## config.mk

```make
export PLATFORM = sky130hd
export DESIGN_NAME = lut_neuron_cfg_loader
export DESIGN_NICKNAME = d
export VERILOG_FILES = /design/src/rtl/lut_cfg_pkg.sv /design/src/rtl/lut_table_ram.sv /design/src/rtl/lut_neuron_cfg_loader.sv
export SDC_FILE = /design/constraint.sdc
export NUM_CORES = 1
export LEC_CHECK = 0
export ABC_AREA = 1
export BUFFER_PORTS_ARGS = -buffer_cell sky130_fd_sc_hd__clkbuf_2
export CORE_MARGIN = 2
export CORE_UTILIZATION = 35
export DETAILED_ROUTE_END_ITERATION = 10
export PLACE_DENSITY_LB_ADDON = 0.1
export RECOVER_POWER = 100
export SYNTH_ARGS = -nofsm -noshare
export SYNTH_HDL_FRONTEND = slang
export SYNTH_SLANG_ARGS = --single-unit
```

## constraint.sdc

```tcl
create_clock -name clk -period 1.92 [get_ports clk]
set_clock_uncertainty 0.05 [all_clocks]
set_input_delay 0.192 -clock clk [delete_from_list [all_inputs] [get_ports clk]]
set_output_delay 0.192 -clock clk [all_outputs]
set_load 0.02 [all_outputs]
```

## src/rtl/lut_cfg_pkg.sv

```systemverilog
`default_nettype none
// ============================================================================
// Module   : lut_cfg_pkg
// Brief    : Shared types and constants for the runtime-loadable LUT neuron.
// Revision : 1.0 - initial release
// ============================================================================
package lut_cfg_pkg;

  // Defaults match the fixed LogicNet neurons this block replaces.
  localparam int DEFAULT_IN_BITS  = 6;
  localparam int DEFAULT_OUT_BITS = 2;

  // Controller states.
  typedef enum logic [1:0] {
    ST_IDLE = 2'd0,
    ST_LOAD = 2'd1,
    ST_RUN  = 2'd2
  } state_t;

  // Number of truth-table entries for a given lookup address width.
  function automatic int depth_of(input int bits);
    return 1 << bits;
  endfunction

endpackage
`default_nettype wire

```

## src/rtl/lut_table_ram.sv

```systemverilog
`default_nettype none
// ============================================================================
// Module   : lut_table_ram
// Brief    : DEPTH x DATA_BITS distributed RAM, one synchronous write port and
//            one registered read port with an enable (output holds when idle).
// Revision : 1.0 - initial release
// ============================================================================
module lut_table_ram
  import lut_cfg_pkg::*;
#(
  parameter int ADDR_BITS = DEFAULT_IN_BITS,
  parameter int DATA_BITS = DEFAULT_OUT_BITS
) (
  input  logic                 clk,
  input  logic                 rst,
  input  logic                 wr_en,
  input  logic [ADDR_BITS-1:0] wr_addr,
  input  logic [DATA_BITS-1:0] wr_data,
  input  logic                 rd_en,
  input  logic [ADDR_BITS-1:0] rd_addr,
  output logic [DATA_BITS-1:0] rd_data
);

  localparam int DEPTH = depth_of(ADDR_BITS);

  // Table storage is deliberately not reset; it is only meaningful once loaded.
  (* ram_style = "distributed" *)
  logic [DATA_BITS-1:0] mem [DEPTH];

  // Write port.
  always_ff @(posedge clk) begin
    if (wr_en) begin
      mem[wr_addr] <= wr_data;
    end
  end

  // Registered read port; the output register is reset and holds between reads.
  always_ff @(posedge clk) begin
    if (rst) begin
      rd_data <= '0;
    end else if (rd_en) begin
      rd_data <= mem[rd_addr];
    end
  end

endmodule
`default_nettype wire

```

## src/rtl/lut_neuron_cfg_loader.sv

```systemverilog
`default_nettype none
// ============================================================================
// Module   : lut_neuron_cfg_loader
// Brief    : Runtime-programmable LUT neuron. A config stream fills the truth
//            table one entry per beat; once loaded, lookups return the entry
//            one cycle later. Lookups outside RUN are dropped and flagged.
// Revision : 1.0 - initial release
// ============================================================================
module lut_neuron_cfg_loader
  import lut_cfg_pkg::*;
#(
  parameter int IN_BITS  = DEFAULT_IN_BITS,
  parameter int OUT_BITS = DEFAULT_OUT_BITS
) (
  input  logic                clk,
  input  logic                rst,
  input  logic                cfg_start,
  input  logic                cfg_valid,
  input  logic [OUT_BITS-1:0] cfg_data,
  output logic                cfg_ready,
  output logic                cfg_done,
  output logic                loaded,
  input  logic                in_valid,
  input  logic [IN_BITS-1:0]  in_data,
  output logic                out_valid,
  output logic [OUT_BITS-1:0] out_data,
  output logic                in_drop
);

  state_t               state;
  state_t               state_next;
  logic [IN_BITS-1:0]   wr_addr;
  logic [IN_BITS-1:0]   wr_addr_next;
  logic                 cfg_write;
  logic                 last_write;
  logic                 lookup_ok;
  logic                 lookup_drop;

  // Ready is a pure state decode so upstream sees no input-to-output path.
  assign cfg_ready   = (state == ST_LOAD);
  assign lookup_ok   = in_valid && (state == ST_RUN);
  assign lookup_drop = in_valid && (state != ST_RUN);

  // State and write-address register.
  always_ff @(posedge clk) begin
    if (rst) begin
      state   <= ST_IDLE;
      wr_addr <= '0;
    end else begin
      state   <= state_next;
      wr_addr <= wr_addr_next;
    end
  end

  // Next-state, address counter and write strobes.
  always_comb begin
    state_next   = state;
    wr_addr_next = wr_addr;
    cfg_write    = 1'b0;
    last_write   = 1'b0;
    case (state)
      ST_IDLE: begin
        if (cfg_start) begin
          state_next   = ST_LOAD;
          wr_addr_next = '0;
        end
      end
      ST_LOAD: begin
        // cfg_start is ignored here: a load runs to completion or until rst.
        if (cfg_valid) begin
          cfg_write    = 1'b1;
          wr_addr_next = wr_addr + IN_BITS'(1);
          if (&wr_addr) begin
            last_write = 1'b1;
            state_next = ST_RUN;
          end
        end
      end
      ST_RUN: begin
        // A lookup in this same cycle is still served from the old table.
        if (cfg_start) begin
          state_next   = ST_LOAD;
          wr_addr_next = '0;
        end
      end
      default: begin
        state_next   = ST_IDLE;
        wr_addr_next = '0;
      end
    endcase
  end

  // Status flags and the valid/drop pipeline that tracks the RAM read latency.
  always_ff @(posedge clk) begin
    if (rst) begin
      cfg_done  <= 1'b0;
      loaded    <= 1'b0;
      out_valid <= 1'b0;
      in_drop   <= 1'b0;
    end else begin
      cfg_done  <= last_write;
      out_valid <= lookup_ok;
      in_drop   <= lookup_drop;
      if (last_write) begin
        loaded <= 1'b1;
      end else if ((state == ST_RUN) && cfg_start) begin
        loaded <= 1'b0;
      end
    end
  end

  lut_table_ram #(
    .ADDR_BITS (IN_BITS),
    .DATA_BITS (OUT_BITS)
  ) u_table (
    .clk     (clk),
    .rst     (rst),
    .wr_en   (cfg_write),
    .wr_addr (wr_addr),
    .wr_data (cfg_data),
    .rd_en   (lookup_ok),
    .rd_addr (in_data),
    .rd_data (out_data)
  );

endmodule
`default_nettype wire
```

==> results of run 1 <==
==> power by group through the flow <==
stage / Combinational [mW] / Clock, mW / Sequential [mW]
finish: 0.389 / 3.69 / 3.38
global route: 0.431 / 3.88 / 3.38
CTS: 0.401 / 3.75 / 3.37
detailed placement: 0.396 / 0 / 3.44
global placement: 0.395 / 0 / 3.44
floorplan: 0.226 / 0 / 3.44
==> stage by stage <==
stage	TNS, ns	hold slack [ns]	setup WS [ns]	cells	power [mW]
floorplan	0	0.2409	0.2723	588	3.670
detailed placement	0	0.4130	0.09160	821	3.835
CTS	0	0.05980	0.07431	856	7.525
global placement	0	0.4107	0.1492	821	3.833
global route	-1.478	0.09426	-0.04436	856	7.688
finish	0	0.08109	0.06981	856	7.458
==> cells in the final DEF (no fill, tap or decap), types with 3 or more instances in the layout <==
| master | count |
|---|---|
| nand2_1 | 162 |
| edfxtp_1 | 128 |
| nand3_1 | 124 |
| nor2_1 | 64 |
| clkbuf_2 | 21 |
| inv_1 | 20 |
| clkbuf_16 | 17 |
| dfxtp_1 | 14 |
| nor2_2 | 10 |
| buf_4 | 8 |
| nor3_1 | 7 |
| inv_2 | 6 |
| bufinv_16 | 6 |
| a21oi_1 | 5 |
| o21ai_0 | 5 |
| buf_12 | 4 |
| nor2_4 | 3 |
| nand3_4 | 3 |
| clkinvlp_4 | 3 |
| dlygate4sd3_1 | 3 |
==> state kept, by name (all words and copies together), names as in the netlist <==
| register | cells |
|---|---|
| u_table.mem | 128 |
| wr_addr | 6 |
| cfg_done | 1 |
| u_table.rd_data | 2 |
| out_valid | 1 |
| state | 2 |
| in_drop | 1 |
| loaded | 1 |
==> kinds of logic after synthesis <==
group	Yosys count
simple gates	381
flops	142
buf+inv	51
compound gates	13
fa+ha+maj	1
==> metal layers <==
metal	wire, um	part of all wire [%]	vias up	global-route usage (%)
li1	-	-	2077	-
met1	6618	45	2040	22.99
met2	7116	48	88	26.50
met3	766	5.2	13	3.318
met4	317	2.1	0	8.391
met5	0	0	-	0
==> worst paths after layout <==
| check | endpoint | slack (ns) | cells after the start |
|---|---|---|---|
| worst max-delay path | u_table.mem[4][0] | 0.07 | 5 |
| worst min-delay path | u_table.rd_data[0] | 0.08 | 5 |
| worst max register to register | u_table.mem[4][0] | 0.07 | 5 |
| worst min register to register | loaded | 0.44 | 2 |
==> worst min-delay path: cells and delay by family <==
kind	cells	cell delay, ns
and+or+nand+nor	3	0.19
buffers and inverters	2	0.14
==> cells in the mapped netlist (all sizes together), types with 5 or more instances <==
cell type  number  share of area [%]
a21oi           5               0.41
o21ai           5               0.41
inv            26                1.6
dfxtp          14                4.6
nor2           78                5.4
nor3            7               0.57
buf            23                2.3
edfxtp        128                 63
nand2         165                 10
nand3         127                 11
==> what timing repair did <==
action	in CTS	in global routing
setup buffers	0	0
endpoints found under the setup margin	0	95
hold endpoints to repair	4	0
hold buffers	3	0
resized for setup	0	14
==> cell type report <==
type / count / area share [%]
multi-input cells: 395 / 25.04
well taps: 225 / 3.875
clock inverters: 15 / 3.341
inverters: 26 / 1.343
repair buffers: 36 / 3.789
clock buffers: 17 / 5.855
flip-flops and latches: 142 / 56.76
==> results by group, run 1 <==
Clock network
  • Clock network latency to the later pin of the worst-skew pair: 0.42 ns
  • Total CTS buffers: 17
  • H-tree depth: 4
  • CTS tree: built
  • CTS Buffer Depth: 2
  • # clock sinks: 142
  • Reg clk slew, reported paths: 0.06 ns
  • Root Buffer: clkbuf_16

Worst setup path
  • Critical-path maximum fanout: 8
  • Crit-path max cell delay: 0.45 ns
  • Worst setup EP type: flip-flop
  • RR Startpoint: wr_addr[2]
  • Arr. time, crit path: 1.90 ns
  • CP Launch Point: wr_addr[2]
  • Critical-path top delay cell: dfxtp_1
  • WP buf/inv: 1
  • Startpoint Class: flip-flop
  • Dominant delay contributor by cell family on the critical path: simple AND/OR/NAND/NOR gates
  • Crit-path cells: inv_1, or2_2, nor2_1, nand2_1, nor2_1
  • Most used cell, CP: nor2_1
  • CP Class: flip-flop to flip-flop
  • WP data required: 1.97 ns

STA
  • Final setup viols: 0
  • Final slew viol count: 0
  • Unrepaired setup endpoints after global routing: true
  • Minimum clock period: 1.850 ns
  • Max_slew headroom: 13.39%
  • Slew @ Worst Pin: 1.299 ns
  • Final period utilization: 96.36%
  • Final Hold Viols: 0
  • Achievable Freq: 540.5 MHz

Drt
  • Routed via count: 4218
  • Final wirelength: 14820 um
  • Drt drc: 0
  • Initial DRC count: 318
  • Post-route ant nets: 0
  • Vias per inst: 4.928
  • WL/cell: 17.31 um
  • Drt first pass iters: 5

Synth
  • EDFF count, synth: 128
  • XOR/XNOR Fraction of Synth Area: 0%
  • Mux contribution to synthesized area: 0%
  • Synth Area in Adders: 0.2037%
  • #FFs+latches synth: 142
  • FFs w/ async S/R, synth: 0%
  • Syn. warnings: 0
  • Synth Net Count: 602
  • Combinational family with the most area after synthesis: simple AND/OR/NAND/NOR gates
  • Seq/Total Area, Yosys: 67.14%
  • Post-synthesis compound-gate area fraction: 1.263%
  • Synth Instances: 588
  • Syn Std Cell Area: 6142 um^2
  • Synth Flop Type: edfxtp_1
  • Synth unique cells: 25
  • Simple-gate share of the synthesized area: 27.42%
  • Synth Area per Inst: 10.45 um^2

Flow run
  • Max Cap Viol: 0

Floorplan
  • Die Ht: 136.5 um
  • Placeable Area: 17240 um^2
  • Initial core utilization: 35.63%
  • Die area: 18620 um^2
  • Horiz. Die Dim: 136.5 um
  • Cell Rows: 48
  • Top-Level Pins: 20

Cells and area
  • Design area: 7266 um^2
  • Ant diodes: 0
  • Multi-input gate area: 1819 um^2
  • Final Net Count: 632
  • Layout cell share with drive strength beyond 1: 14.58%
  • Utilization after layout: 42.15%
  • Filler cell count: 1661
  • P&R area growth vs syn: 18.29%
  • Storage cell area: 4124 um^2

Global routing
  • Largest net degree at the start of global routing: 65
  • Overall Global Routing Usage: 17.11%
  • Global-route wire length before repair: 22990 um
  • Grt total ovfl: 0
  • Initial antenna violation count: 0
  • Vias in the first global route: 4125

Power and ir drop
  • Leak: 2.571 nW
  • Power Dens Cells: 1026 nW/um^2
  • Sequential share of power: 45.3%
  • Switching power: 1.538 mW
  • Sw frac: 20.62%
  • Logic pwr share: 5.2%
  • Pint: 5.920 mW
  • Clock group share of total power: 49.5%
  • Max IR drop VDD: 0.5335 mV

Place
  • Port buffer count: 19
  • Routability Congestion: 0.7916
  • Hpwl dp: 9423 um
  • Post-DP Area: 6553 um^2

Run status
  • Outcome: finished clean

Worst hold path
  • Hold Crit Class: input pin to flip-flop
  • Worst Min Path Start: in_data[5]
Power figures use the tool's default switching activity.
==> run 2, diff against run 1 <==
- CELL_PAD_IN_SITES_DETAIL_PLACEMENT: not set -> 0
- CELL_PAD_IN_SITES_GLOBAL_PLACEMENT: not set -> 1
- CORE_MARGIN: 2 -> 3
==> run 2 against run 1 <==
Effect of this change:
- die area grew 3.0%
- first-iteration DRC count is 36% lower
- via count grew 0.50%
- core utilization is 0.22 points lower
- worst hold slack got worse by 0.062 ns
- maximum frequency is 2.4% higher
- total power shrank 8.2%
- critical path type unchanged
==> results by group, run 2 (same netlist as run 1, synthesis figures left out) <==
Run status
  • Outcome: finished clean

Cells and area
  • Storage cell area: 4124 um^2
  • Ant diodes: 0
  • Largest register FFs: 128
  • Layout cell share with drive strength beyond 1: 11.36%
  • Top reg by flops: u_table.mem
  • Final cell count without fillers: 854
  • Most frequent cells in the layout: 162 x nand2_1, 128 x edfxtp_1, 124 x nand3_1
  • Design area: 7077 um^2
  • Final Net Count: 635
  • P&R area growth vs syn: 15.22%
  • Commonest non-fill, non-tap cell in the layout: nand2_1
  • Top flop regs: u_table.mem x128, wr_addr x6
  • Multi-input gate area: 1778 um^2
  • Filler cell count: 1635

Drt
  • Met1 WL: 7332 um
  • Drt first pass iters: 4
  • Final wirelength: 15680 um
  • Routed met3 length: 602 um
  • Initial DRC count: 202
  • Drt drc: 0
  • WL/cell: 18.36 um
  • Top Layer Used: met4
  • Metal2 WL: 7506 um
  • Vias per inst: 4.964
  • Post-route ant nets: 0
  • Routed via count: 4239

Worst setup path
  • Critical-path maximum fanout: 8
  • Startpoint Class: flip-flop
  • Worst setup EP type: flip-flop
  • CP Class: flip-flop to flip-flop
  • WP data required: 1.98 ns
  • Arr. time, crit path: 1.86 ns

Place
  • Port buffer count: 19
  • Routability Congestion: 0.8491
  • Hpwl dp: 9981 um
  • Dpl ws: -0.005690 ns
  • Post-DP Area: 6559 um^2
  • Placed insts: 821

Clock network
  • Clock network latency to the later pin of the worst-skew pair: 0.42 ns
  • CTS Buffer Depth: 2
  • Total CTS buffers: 17
  • Root Buffer: clkbuf_16
  • # clock sinks: 142
  • CTS tree: built
  • Reg clk slew, reported paths: 0.06 ns
  • H-tree depth: 4

Power and ir drop
  • Sequential share of power: 49.3%
  • Clock group share of total power: 45.1%
  • Pint: 5.357 mW
  • Tot Pwr: 6.848 mW
  • Switching power: 1.492 mW
  • Max IR drop VDD: 0.6262 mV
  • Logic pwr share: 5.5%
  • Sw frac: 21.78%
  • Power Dens Cells: 967.7 nW/um^2
  • Leak: 2.499 nW

Floorplan
  • Initial core utilization: 36.39%
  • Die area: 19170 um^2
  • Cell Rows: 47
  • Horiz. Die Dim: 138.5 um
  • Die Ht: 138.5 um
  • Placeable Area: 16880 um^2
  • Top-Level Pins: 20

Global routing
  • Largest net degree at the start of global routing: 50
  • Overall Global Routing Usage: 16.86%
  • Vias in the first global route: 4258
  • Grt total ovfl: 0
  • Initial antenna violation count: 0
  • Global-route wire length before repair: 24310 um

Worst hold path
  • Hold Crit Class: input pin to flip-flop

STA
  • Slew @ Worst Pin: 1.085 ns
  • Worst setup slack after layout: 0.1134 ns
  • Final setup viols: 0
  • Final period utilization: 94.09%
  • Minimum clock period: 1.807 ns
  • Final slew viol count: 0
  • Achievable Freq: 553.5 MHz
  • Final Hold Viols: 0
  • Unrepaired setup endpoints after global routing: false
  • Max_slew headroom: 27.67%

Flow run
  • Max Cap Viol: 0
==> run 2: cell types whose count changed in the layout (fill, tap and decap cells not counted), sizes merged <==
cell         previous run  this run
clkinvlp                3         1
buf                    12        15
clkbuf                 38        40
dlygate4sd3             3         1
bufinv                  6         2
clkinv                  5        11
==> run 2: routing by layer <==
layer / up-vias / track usage, %
li1: 2086 / -
met1: 2044 / 22.97
met2: 92 / 27.29
met3: 17 / 3.557
met4: 0 / 5.096
met5: - / 0
==> run 2: repair_timing <==
action	CTS	global route
endpoints found under the hold margin	2	0
hold buffers	1	0
endpoints found under the setup margin	6	20
gates resized for setup	1	2
setup buffers	0	0
==> run 2: worst paths after layout <==
| check | slack [ns] | startpoint | to | cells past startpoint |
|---|---|---|---|---|
| worst min-delay path | 0.02 | cfg_start | state[0] | 3 |
| worst max register to register | 0.11 | state[0] | u_table.mem[14][0] | 8 |
| worst min register to register | 0.41 | loaded | loaded | 2 |
| worst max-delay path | 0.11 | state[0] | u_table.mem[14][0] | 8 |
==> run 2: final cells by class <==
| class | instances | area share [%] |
|---|---|---|
| clock buffers | 17 | 6.011 |
| flip-flops and latches | 142 | 58.27 |
| well taps | 220 | 3.890 |
| multi-input cells | 395 | 25.12 |
| inverters | 26 | 1.379 |
| clock inverters | 15 | 1.803 |
| repair buffers | 39 | 3.518 |
==> run 2: power groups by stage <==
stage,Sequential [mW],Clock (mW),Combinational (mW)
floorplan,3.44,0,0.226
global placement,3.44,0,0.393
detailed placement,3.44,0,0.394
CTS,3.38,3.16,0.397
global route,3.38,3.30,0.422
finish,3.38,3.09,0.378
==> run 2: through the flow <==
step / hold WS, ns / TNS [ns] / utilization, %
after floorplan: 0.2409 / 0 / -
after global placement: 0.4054 / 0 / 38.86
after detailed placement: 0.4076 / -0.01133 / 38.86
after CTS: 0.007137 / 0 / 42.24
after global routing: 0.01592 / 0 / 41.93
final: 0.01954 / 0 / 41.93
==> run 2: worst max-delay path, cell delays in order (launching register included) <==
cell and delay, ns:
dfxtp_1 0.38, inv_2 0.08, nor2_4 0.13, inv_2 0.08, nor2_4 0.09, inv_2 0.08
nor2_8 0.14, nand3_4 0.22, nor2_1 0.25
==> run 3, diff against run 2 <==
- CAP_MARGIN: not set -> 20
- SYNTH_HIERARCHICAL: not set -> 1
==> run 3 against run 2 <==
Effect of this change:
- sequential cell count did not move
- maximum frequency fell by 2.1%
- critical path depth fell by 1
- critical endpoint is now u_table/mem[4][0]
- core utilization rose by 0.63 points
- largest cell class unchanged
- routed wire length fell by 3.2%
- sequential share of layout area fell by 1.0 points
- highest routed layer unchanged
- non-clock buffer count rose by 10
- setup slack got worse by 0.039 ns
- synthesized cell count rose by 0.17%
- critical path type unchanged
- via count rose by 0.50%
- register-to-register slack got worse by 0.04 ns
==> results by group, run 3 <==
Run status
  • Outcome: finished clean

STA
  • Slew @ Worst Pin: 1.357 ns
  • Final period utilization: 96.12%
  • Unrepaired setup endpoints after global routing: false
  • Minimum clock period: 1.846 ns
  • Max_slew headroom: 9.515%
  • TNS Setup: 0 ns
  • Achievable Freq: 541.8 MHz
  • Final slew viol count: 0
  • Final Hold Viols: 0
  • Min Hold Slack: 0.06928 ns
  • Final setup viols: 0

Floorplan
  • Initial core utilization: 36.44%
  • Placeable Area: 16940 um^2
  • Cell Rows: 47
  • Horiz. Die Dim: 138.8 um
  • Die Ht: 138.8 um
  • Top-Level Pins: 20
  • Die area: 19260 um^2

Place
  • Port buffer count: 19
  • Hpwl dp: 9636 um
  • Routability Congestion: 0.7978
  • Placed insts: 826

Synth
  • Synth unique cells: 29
  • Post-synth top area share: 62.29%
  • Synth Net Count: 603
  • Ranking of synthesized cells by area: edfxtp_1 62%, nand3_1 11%, nand2_1 9.5%
  • #FFs+latches synth: 142
  • Synth Instances: 589
  • Syn Std Cell Area: 6171 um^2
  • FFs w/ async S/R, synth: 0%
  • Most frequent cell after synthesis: nand2_1
  • Seq/Total Area, Yosys: 66.83%
  • Syn. warnings: 6
  • EDFF count, synth: 128
  • Synth Area per Inst: 10.48 um^2
  • Synth Flop Type: edfxtp_1
  • Commonest cells in the netlist: 157 x nand2_1, 130 x nand3_1, 128 x edfxtp_1
  • Synth area leader: edfxtp_1

Cells and area
  • Commonest non-fill, non-tap cell in the layout: nand2_1
  • Final Net Count: 643
  • Ant diodes: 0
  • Largest register FFs: 128
  • Top reg by flops: u_table/mem
  • P&R area growth vs syn: 16.81%
  • Top flop regs: u_table/mem x128, wr_addr x6
  • Final cell count without fillers: 862
  • Most frequent cells in the layout: 157 x nand2_1, 130 x nand3_1, 128 x edfxtp_1
  • Layout cell share with drive strength beyond 1: 12.46%

Worst setup path
  • CP Class: flip-flop to flip-flop
  • Critical-path maximum fanout: 9
  • Arr. time, crit path: 1.90 ns
  • WP data required: 1.98 ns
  • Startpoint Class: flip-flop
  • Worst setup EP type: flip-flop

Drt
  • Met1 WL: 6533 um
  • Routed met3 length: 770 um
  • Vias per inst: 4.942
  • Post-route ant nets: 0
  • Drt first pass iters: 4
  • Initial DRC count: 273
  • Routed via count: 4260
  • WL/cell: 17.60 um
  • Drt drc: 0
  • Final wirelength: 15180 um
  • Metal2 WL: 7507 um
  • Top Layer Used: met4

Clock network
  • # clock sinks: 142
  • Clock network latency to the later pin of the worst-skew pair: 0.42 ns
  • CTS Buffer Depth: 2
  • Total CTS buffers: 17
  • CTS tree: built
  • Root Buffer: clkbuf_16
  • Reg clk slew, reported paths: 0.06 ns
  • H-tree depth: 4

Power and ir drop
  • Power Dens Cells: 990.4 nW/um^2
  • Max IR drop VDD: 0.6205 mV
  • Leak: 2.554 nW
  • Tot Pwr: 7.139 mW

Global routing
  • Largest net degree at the start of global routing: 65
  • Grt total ovfl: 0
  • Initial antenna violation count: 0
  • Global-route wire length before repair: 23560 um
  • Vias in the first global route: 4296
  • Overall Global Routing Usage: 16.16%

Flow run
  • Max Cap Viol: 0

Worst hold path
  • Hold Crit Class: input pin to flip-flop
-- run 3: final cells by class --
cell class / instances / area [um^2]
clock buffers: 19 / 432.9
clock inverters: 13 / 171.4
fillers: 1665 / 9728
inverters: 26 / 97.59
multi-input cells: 393 / 1772
flip-flops and latches: 142 / 4125
well taps: 220 / 275.3
repair buffers: 49 / 334.1
-- run 3: what timing repair did --
item,4_1_cts,5_1_grt
gates resized for setup,0,19
hold buffers,2,0
endpoints found under the setup margin,0,40
buffers inserted,0,2
hold endpoints to repair,3,0
-- run 3: layer usage --
metal | vias up | track usage, %
met4 | 0 | 7.158
met3 | 26 | 3.483
met2 | 83 | 27.00
li1 | 2138 | -
met5 | - | 0
met1 | 2013 | 20.25
-- run 3: logic make-up (layout without fill, tap and decap cells) --
group	count (synthesis)	after routing	share of synthesized area, %
buffers and inverters	54	107	4.521
flip-flops	142	142	66.83
AO/OA/AOI/OAI	12	12	1.399
adder cells (fa/ha/maj)	1	1	0.2027
AND/OR/NAND/NOR	380	380	27.05
-- run 3: path summary, 6_finish.rpt --
check | slack (ns) | endpoint | depth (start not counted) | start
worst max register to register | 0.07 | u_table/mem[4][0] | 7 | state[1]
worst min-delay path | 0.07 | wr_addr[1] | 2 | rst
worst min register to register | 0.42 | loaded | 2 | loaded
worst max-delay path | 0.07 | u_table/mem[4][0] | 7 | state[1]
-- run 3: where the power goes --
group	switching [mW]	total (mW)	leakage, nW	internal (mW)
Clock	1.20	3.35	0.281	2.15
Combinational	0.274	0.398	1.01	0.124
Sequential	0.0126	3.39	1.26	3.38
Total	1.49	7.14	2.55	5.65
-- run 3: per-stage QoR --
stage	util (%)	worst slack, ns	cell area, um^2
after CTS	42.83	0.05093	7254
after global routing	42.56	0.007261	7208
after floorplan	-	0.05360	6171
after detailed placement	39.15	0.06946	6630
final	42.56	0.07446	7208
after global placement	39.15	0.09706	6630
-- run 3: worst max-delay path, cell delays in order, from the launching register on --
cell	delay [ns]
dfxtp_1	0.30
inv_1	0.12
nand2_2	0.12
nor2_1	0.15
buf_4	0.19
nand4_1	0.21
buf_4	0.24
nor2_1	0.16
